===== src/rtl/smg_page_sched.sv =====
// rtl/smg_page_sched.sv - seven-segment page rotation scheduler with alert pre-emption
// Rotates the display through enabled 16-bit sources; a rising alert request overrides it for a fixed hold.
module smg_page_sched #(
  parameter int unsigned DWELL_CYCLES = 100_000_000,
  parameter int unsigned ALERT_HOLD   = 200_000_000
) (
  input  logic        clk_100MHz,
  input  logic        rst,
  input  logic [15:0] motor_data,
  input  logic [15:0] sensor_data,
  input  logic [15:0] path_data,
  input  logic [15:0] status_data,
  input  logic [3:0]  page_en,
  input  logic        freeze,
  input  logic        alert_req,
  input  logic [15:0] alert_data,
  output logic        alert_ack,
  output logic        alert_active,
  output logic [15:0] data,
  output logic [1:0]  page,
  output logic        page_tick
);

  localparam logic ST_ROTATE = 1'b0;
  localparam logic ST_ALERT  = 1'b1;

  localparam logic [31:0] DWELL_LAST = 32'(DWELL_CYCLES - 1);
  localparam logic [31:0] HOLD_LAST  = 32'(ALERT_HOLD - 1);

  logic        state_q, state_d;
  logic [31:0] dwell_q, dwell_d;
  logic [31:0] hold_q, hold_d;
  logic [15:0] data_q, data_d;
  logic [1:0]  page_q, page_d;
  logic        ack_q, ack_d;
  logic        active_q, active_d;
  logic        tick_q, tick_d;
  logic        req_prev_q, req_prev_d;

  logic [15:0] srcs [4];
  logic [1:0]  next_pg;
  logic        found;
  logic [1:0]  cand;
  logic        rise;

  assign srcs[0] = motor_data;
  assign srcs[1] = sensor_data;
  assign srcs[2] = path_data;
  assign srcs[3] = status_data;

  assign rise = alert_req & ~req_prev_q;

  // Round-robin search from page+1; the fourth candidate wraps back to the current page.
  always_comb begin
    next_pg = page_q;
    found   = 1'b0;
    cand    = page_q;
    for (int i = 1; i <= 4; i++) begin
      cand = page_q + 2'(i);
      if (!found && page_en[cand]) begin
        next_pg = cand;
        found   = 1'b1;
      end
    end
  end

  always_comb begin
    state_d    = state_q;
    dwell_d    = dwell_q;
    hold_d     = hold_q;
    data_d     = data_q;
    page_d     = page_q;
    ack_d      = 1'b0;
    active_d   = active_q;
    tick_d     = 1'b0;
    req_prev_d = alert_req;

    if (state_q == ST_ROTATE) begin
      if (rise) begin
        state_d  = ST_ALERT;
        data_d   = alert_data;
        ack_d    = 1'b1;
        active_d = 1'b1;
        hold_d   = 32'd0;
        dwell_d  = 32'd0;
      end else if (page_en == 4'b0000) begin
        data_d  = 16'h0000;
        dwell_d = 32'd0;
      end else if (!page_en[page_q] || (!freeze && dwell_q == DWELL_LAST)) begin
        page_d  = next_pg;
        dwell_d = 32'd0;
        tick_d  = 1'b1;
        data_d  = srcs[next_pg];
      end else begin
        dwell_d = freeze ? dwell_q : dwell_q + 32'd1;
        data_d  = srcs[page_q];
      end
    end else begin
      if (rise) begin
        data_d = alert_data;
        ack_d  = 1'b1;
        hold_d = 32'd0;
      end else if (hold_q == HOLD_LAST) begin
        // Return on the same page; a page disabled meanwhile is skipped on the following edge.
        state_d  = ST_ROTATE;
        active_d = 1'b0;
        dwell_d  = 32'd0;
        hold_d   = 32'd0;
        tick_d   = (page_en != 4'b0000);
        data_d   = (page_en == 4'b0000) ? 16'h0000 : srcs[page_q];
      end else begin
        hold_d = hold_q + 32'd1;
      end
    end
  end

  always_ff @(posedge clk_100MHz) begin
    if (rst) begin
      state_q    <= ST_ROTATE;
      dwell_q    <= 32'd0;
      hold_q     <= 32'd0;
      data_q     <= 16'h0000;
      page_q     <= 2'd0;
      ack_q      <= 1'b0;
      active_q   <= 1'b0;
      tick_q     <= 1'b0;
      req_prev_q <= 1'b1;
    end else begin
      state_q    <= state_d;
      dwell_q    <= dwell_d;
      hold_q     <= hold_d;
      data_q     <= data_d;
      page_q     <= page_d;
      ack_q      <= ack_d;
      active_q   <= active_d;
      tick_q     <= tick_d;
      req_prev_q <= req_prev_d;
    end
  end

  assign alert_ack    = ack_q;
  assign alert_active = active_q;
  assign data         = data_q;
  assign page         = page_q;
  assign page_tick    = tick_q;

endmodule


===== config.mk =====
export PLATFORM = sky130hd
export DESIGN_NAME = smg_page_sched
export DESIGN_NICKNAME = d
export VERILOG_FILES = /design/src/rtl/smg_page_sched.sv
export SDC_FILE = /design/constraint.sdc
export NUM_CORES = 1
export LEC_CHECK = 0
export BUFFER_PORTS_ARGS = -buffer_cell sky130_fd_sc_hd__buf_2
export CORE_MARGIN = 3
export CORE_UTILIZATION = 56
export DETAILED_ROUTE_END_ITERATION = 10
export GPL_TIMING_DRIVEN = 0
export PLACE_DENSITY_LB_ADDON = 0.3
export RECOVER_POWER = 50
export SLEW_MARGIN = 20
export SYNTH_ARGS = -nofsm -noshare
export SYNTH_HDL_FRONTEND = slang
export SYNTH_SLANG_ARGS = --single-unit

===== constraint.sdc =====
create_clock -name clk_100MHz -period 2.7 [get_ports clk_100MHz]
set_input_delay 0.27 -clock clk_100MHz [delete_from_list [all_inputs] [get_ports clk_100MHz]]
set_output_delay 0.27 -clock clk_100MHz [all_outputs]
set_load 0.01 [all_outputs]

# --- Word-level counts from Yosys, hierarchy flattened ---
# Index checks and enable logic that the tools add are counted.
op_classes:
  n_mux: 53
  addsub: 5
  n_bitwise: 7
  n_lt_le_gt_ge: 6
  reduce_logical: 17
  n_eq_ne: 6
ops:
  columns: ["cell", "count"]
  rows:
  - ["$mux 32", 11]
  - ["$mux 16", 11]
  - ["$add 32x1->32 const B", 2]
  - ["$bmux 16 s2", 2]
  - ["$eq 32x27->1 const B", 1]
  - ["$eq 32x28->1 const B", 1]
  - ["$mux 1", 21]
  - ["$lt 2x3->1 const B", 4]
  - ["$bmux 1 s2", 4]
  - ["$mux 2", 4]
  - ["$ge 3x3->1 const B", 2]
  - ["$not 2->3", 2]
  - ["$reduce_and 3->1", 2]
  - ["$logic_not 1->1", 5]
  - ["$ne 5x1->1 const B", 1]
  - ["$add 2x2->2 const B", 2]
  - ["$logic_and 1x1->1", 4]
  - ["$logic_not 4->1", 1]
  - ["$not 1->1", 4]
  - ["$reduce_and 4->1", 1]
  - ["$reduce_bool 2->1", 2]
  - ["$reduce_bool 4->1", 1]
  - ["$ne 3x1->1 const B", 1]
  - ["$add 2x1->2 const B", 1]
  - ["other kinds (4)", 4]
totals:
  input_bits: 88
  reg_bits: 87

# --- Longest topological paths before layout ---
depth:
  word_depth: 21
  depth_mapped: 11
  ltp_nobuf: 7

# --- Worst setup path before layout ---
# No wires, ideal clock.
synth_timing:
  path_type: "flip-flop to flip-flop"
  start: "register hold_q[0]"
  end: "register hold_q[10]"
  arrival_ps: 2215
  slack_ps: 394
  n_path_buf: 3
  required_time_ps: 2609
  stages_incl_launch_ff: 11
  period_less_slack_ps: 2306
  path_cell_list: "dfxtp_1 ha_1 and3_1 clkbuf_1 and2_1 and4_1 buf_2 nor2_1 clkbuf_1 o21ai_0 a311oi_1"
synth_via:
  elab_chain_len: 4
  elab_cells_between_ends: 5
  classes_between: "add/sub: 1; eq/ne: 1; mux: 3"
synth_lines:
  columns: ["item", "line_no", "source"]
  rows:
  - ["start, declared", "32", "logic [31:0] hold_q, hold_d;"]
  - ["start signal, assigned", "131", "hold_q <= hold_d;"]
  - ["$add 32x1->32 or $eq 32x28->1 (tied branches)", "112, 103", null]
  - ["$mux 32 *", "103", "end else if (hold_q == HOLD_LAST) begin"]
  - ["$mux 32 *", "99", "if (rise) begin"]
  - ["$mux 32 *", "78", "if (state_q == ST_ROTATE) begin"]
# Mark *: on every way between the ends. The rest lies on a longest branch, timed or not.
# A chain may end at the register's enable or synchronous reset.

# --- Worst setup path after layout ---
layout_timing:
  start: "register page_q[0] (netlist: page[0])"
  end: "register dwell_q[22]"
layout_via:
  elab_chain_len: 8
  elab_cells_between_ends: 10
  classes_between: "eq/ne: 1; mux: 6; reduce/logical: 3"
layout_lines:
  columns: ["item", "line_no", "source"]
  rows:
  - ["start, declared", "34", "logic [1:0] page_q, page_d;"]
  - ["start signal, assigned", "133", "page_q <= page_d;"]
  - ["$bmux 1 s2 *", "89", "end else if (!page_en[page_q] || (!freeze && dwell_q == DWELL_LAST)) begin"]
  - ["$mux 1 (not written as such) *", "89", null]
  - ["$logic_not 1->1 *", "89", null]
  - ["$logic_or 1x1->1 *", "89", null]
  - ["$mux 32", "89", null]
  - ["$mux 32", "86", "end else if (page_en == 4'b0000) begin"]
  - ["$mux 32", "79", "if (rise) begin"]
  - ["$mux 32", "78", null]
  - ["end signal, assigned", "130", "dwell_q <= dwell_d;"]
  - ["end, declared", "31", "logic [31:0] dwell_q, dwell_d;"]
# Mark *: on every way between the ends. The rest lies on a longest branch, timed or not. The select of a mux whose other input is x is not followed.

==> impl_metrics.csv <==
group,metric,value,unit
status,status,"complete, no violations",
cells_and_area,syn_to_final_growth,16.8,%
worst_setup_path,cpMaxStageDelayCell,"mux4_2",
clock_network,clk_pin_slew,0.08,ns
floorplan,die_x,106,um
drt,drt-pass1-iter-count,5,
yosys,syn_inst,660,
yosys,syn_avg_cell_area,8.56,um^2
yosys,yosysSeqAreaShare,0.308,
clock_network,cts_tree,"done",
worst_setup_path,cp-end-kind,"register",
sta,maxSlewHeadroom,0.479,
worst_setup_path,rr_worst_depth,7,
clock_network,ctsHtreeMaxLevel,3,
cells_and_area,stdcell_count,921,
drt,drc,0,
cells_and_area,drive_gt1_frac,0.217,
worst_setup_path,crit_path_start_kind,"register",
hold_path,worstHoldPathCells,2,
placement,routabilityCongestion,0.913,
pwr,finalPower,3.21,mW
worst_setup_path,cp.buffers_inverters,1,
grt,grt_pass1_wl,27.6,mm
placement,portBuffers,108,
pwr,p_leak,2.26,nW
yosys,synth_area,5650,um^2
placement,post-place-cells,901,
drt,via_per_inst,6.61,
floorplan,core_area,9770,um^2
sta,period_minus_slack,2.58,ns
floorplan,die_area,11300,um^2
pwr,p_per_area,487,nW/um^2
clock_network,cts-root-buf,"clkbuf_8",
worst_setup_path,required,2.96,ns
yosys,synthArstFlopShare,0,
yosys,synth_top_area_cell,"dfxtp_1",
drt,antenna_left,0,
grt,grt_pass1_vias,5841,
grt,grt_overflow,0,
clock_network,postCtsHoldBufs,0,
worst_setup_path,slowest_delay,0.61,ns
drt,dr.first_iter.drc_count,590,
sta,slew_violations,0,
grt,track_usage,0.299,
drt,wirelength,17.5,mm
sta,worst_pin_slew,0.781,ns
placement,preCtsSetupSlack,-0.272,ns
worst_setup_path,crit_family,"multiplexers",
grt,antenna_found_initial,0,
worst_setup_path,cp_max_fo,10,
floorplan,chipHeight,106,um
worst_setup_path,cp.depth,7,
yosys,netlist_top_cells_area,"dfxtp_1 (31%), mux2i_1 (8.9%), mux4_2 (6.8%)",
sta,finalSetupViolations,0,
placement,hpwl,12.8,mm
cells_and_area,finalNetCount,874,
clock_network,cts_sinks,87,
clock_network,clkLatencyLatePin,0.37,ns
placement,place_area,6350,um^2
pwr,vdd_drop_max,273,uV
worst_setup_path,crit_arrival,2.84,ns
sta,finClkSkew,0.00771,ns
drt,num_vias,6089,
grt,grt_max_degree,13,
yosys,synth_top_area_share,0.308,
drt,avgRoutedWirePerCell,19.0,um
yosys,synth_seq_cells,87,
yosys,yosys_warnings,0,
clock_network,cts_buffers,9,
floorplan,io_pins,109,
cells_and_area,final_area,6600,um^2
flow_run,max_cap_viol_count,0,
yosys,syn_nets,750,
worst_setup_path,cp_common_cell,"nor2_1",
cells_and_area,diodes,0,
yosys,synth_edf_count,0,
cells_and_area,n_fill_cell,844,
floorplan,num_rows,36,
sta,setup_slack,0.121,ns
sta,hold_viol_final,0,
sta,fin_crit_sh,0.955,
worst_setup_path,crit_type,"register to register",
clock_network,clk_path_buf_depth,2,
yosys,synth.distinct_cells,57,
sta,fin_setup_tns,0,ns
worst_setup_path,crit_chain,"mux4_2 -> nand4_1 -> nor2_1 -> clkbuf_1 -> a2111oi_1 -> xnor2_1 -> nor2_1",
floorplan,initial_utilization,0.578,
hold_path,hold_path.class,"input port to register",
sta,fmax,0.388,GHz
yosys,synth-main-ff-cell,"dfxtp_1",
==> power by group <==
part	leakage [nW]	switching, mW	total, mW	internal, mW
sequential	0.706	0.0423	1.38	1.34
clock	0.0898	0.462	0.869	0.408
combinational	1.46	0.537	0.963	0.426
total	2.26	1.04	3.21	2.17
==> metal layers <==
layer,wire length [um],vias up,track usage
li1,-,2772,-
met1,6990,2886,0.376
met2,8310,375,0.493
met3,1550,56,0.0419
met4,623,0,0.169
met5,0,-,0
==> cell usage after synthesis, drive strengths merged, types with 6 or more instances <==
cell type and n:
a2111oi 15, a211oi 31, a21oi 43, a22oi 17
a311oi 14, a31oi 7, and3 7, and4 7
buf 18, clkbuf 30, dfxtp 87, inv 10
mux2i 50, mux4 17, nand2 48, nand2b 6
nand3 26, nand4 15, nor2 79, nor3 21
nor4 10, o21ai 15, or4 9, xnor2 27
==> kinds of logic (layout without fill, tap and decap cells) <==
kind of cell	count (synthesis)	in the layout	synth area share
fa+ha+maj	2	2	0.00443
mux	67	67	0.156
flops	87	87	0.308
buf+inv	59	187	0.0461
compound gates	165	165	0.218
simple gates	252	252	0.223
xor+xnor	28	28	0.0434
==> layout make-up <==
type                       count  area (um^2)  area share
timing repair buffer         114          556      0.0842
clock buffer                  15          176      0.0267
inverter                      11         41.3     0.00626
sequential                    87         1740       0.264
tap                          133          166      0.0252
buffer                        47          229      0.0347
multi-input combinational    514         3690       0.559
==> cell usage in the layout (no fill, tap or decap), drive strengths merged, types with 6 or more instances in the layout <==
cell type / count
nor4: 10
or4: 9
a22oi: 17
a2111oi: 15
a21oi: 43
dfxtp: 87
a211oi: 31
and3: 7
o21ai: 15
inv: 10
and4: 7
nand3: 26
nand2b: 6
nor2: 79
xnor2: 27
a311oi: 14
nand4: 15
mux2i: 50
nand2: 48
a31oi: 7
nor3: 21
buf: 107
clkbuf: 69
mux4: 17
==> metrics by stage <==
step                utilization  hold WS, ns
floorplan                     -        0.377
global placement          0.650        0.468
detailed placement        0.650        0.477
CTS                       0.672        0.141
global route              0.675        0.155
finish                    0.675        0.150
==> timing repair <==
item	CTS	global route
pin swaps	0	1
setup endpoints to repair	53	74
resized for setup	10	14
setup buffers	1	5
==> path summary, 6_finish.rpt <==
kind / startpoint / to / slack, ns
setup / recovery: page[0] / dwell_q[22] / 0.12
hold / removal: alert_req / req_prev_q / 0.15
setup reg to reg: page[0] / dwell_q[22] / 0.12
hold reg to reg: hold_q[22] / hold_q[22] / 0.50
==> worst register-to-register path: cells and delay by family, from the launching register on <==
| family | cells | cell delay [ns] |
|---|---|---|
| compound gates | 1 | 0.59 |
| flops | 1 | 0.44 |
| mux | 1 | 0.61 |
| simple gates | 3 | 0.43 |
| xor+xnor | 1 | 0.18 |
| buf+inv | 1 | 0.23 |
==> sequential cells by signal, summed over array words and instances, names as in the netlist <==
name,cells
alert_ack,1
alert_active,1
data,16
dwell_q,32
hold_q,32
page,2
page_tick,1
req_prev_q,1
state_q,1
No activity file was read; power rests on OpenSTA's default activity.
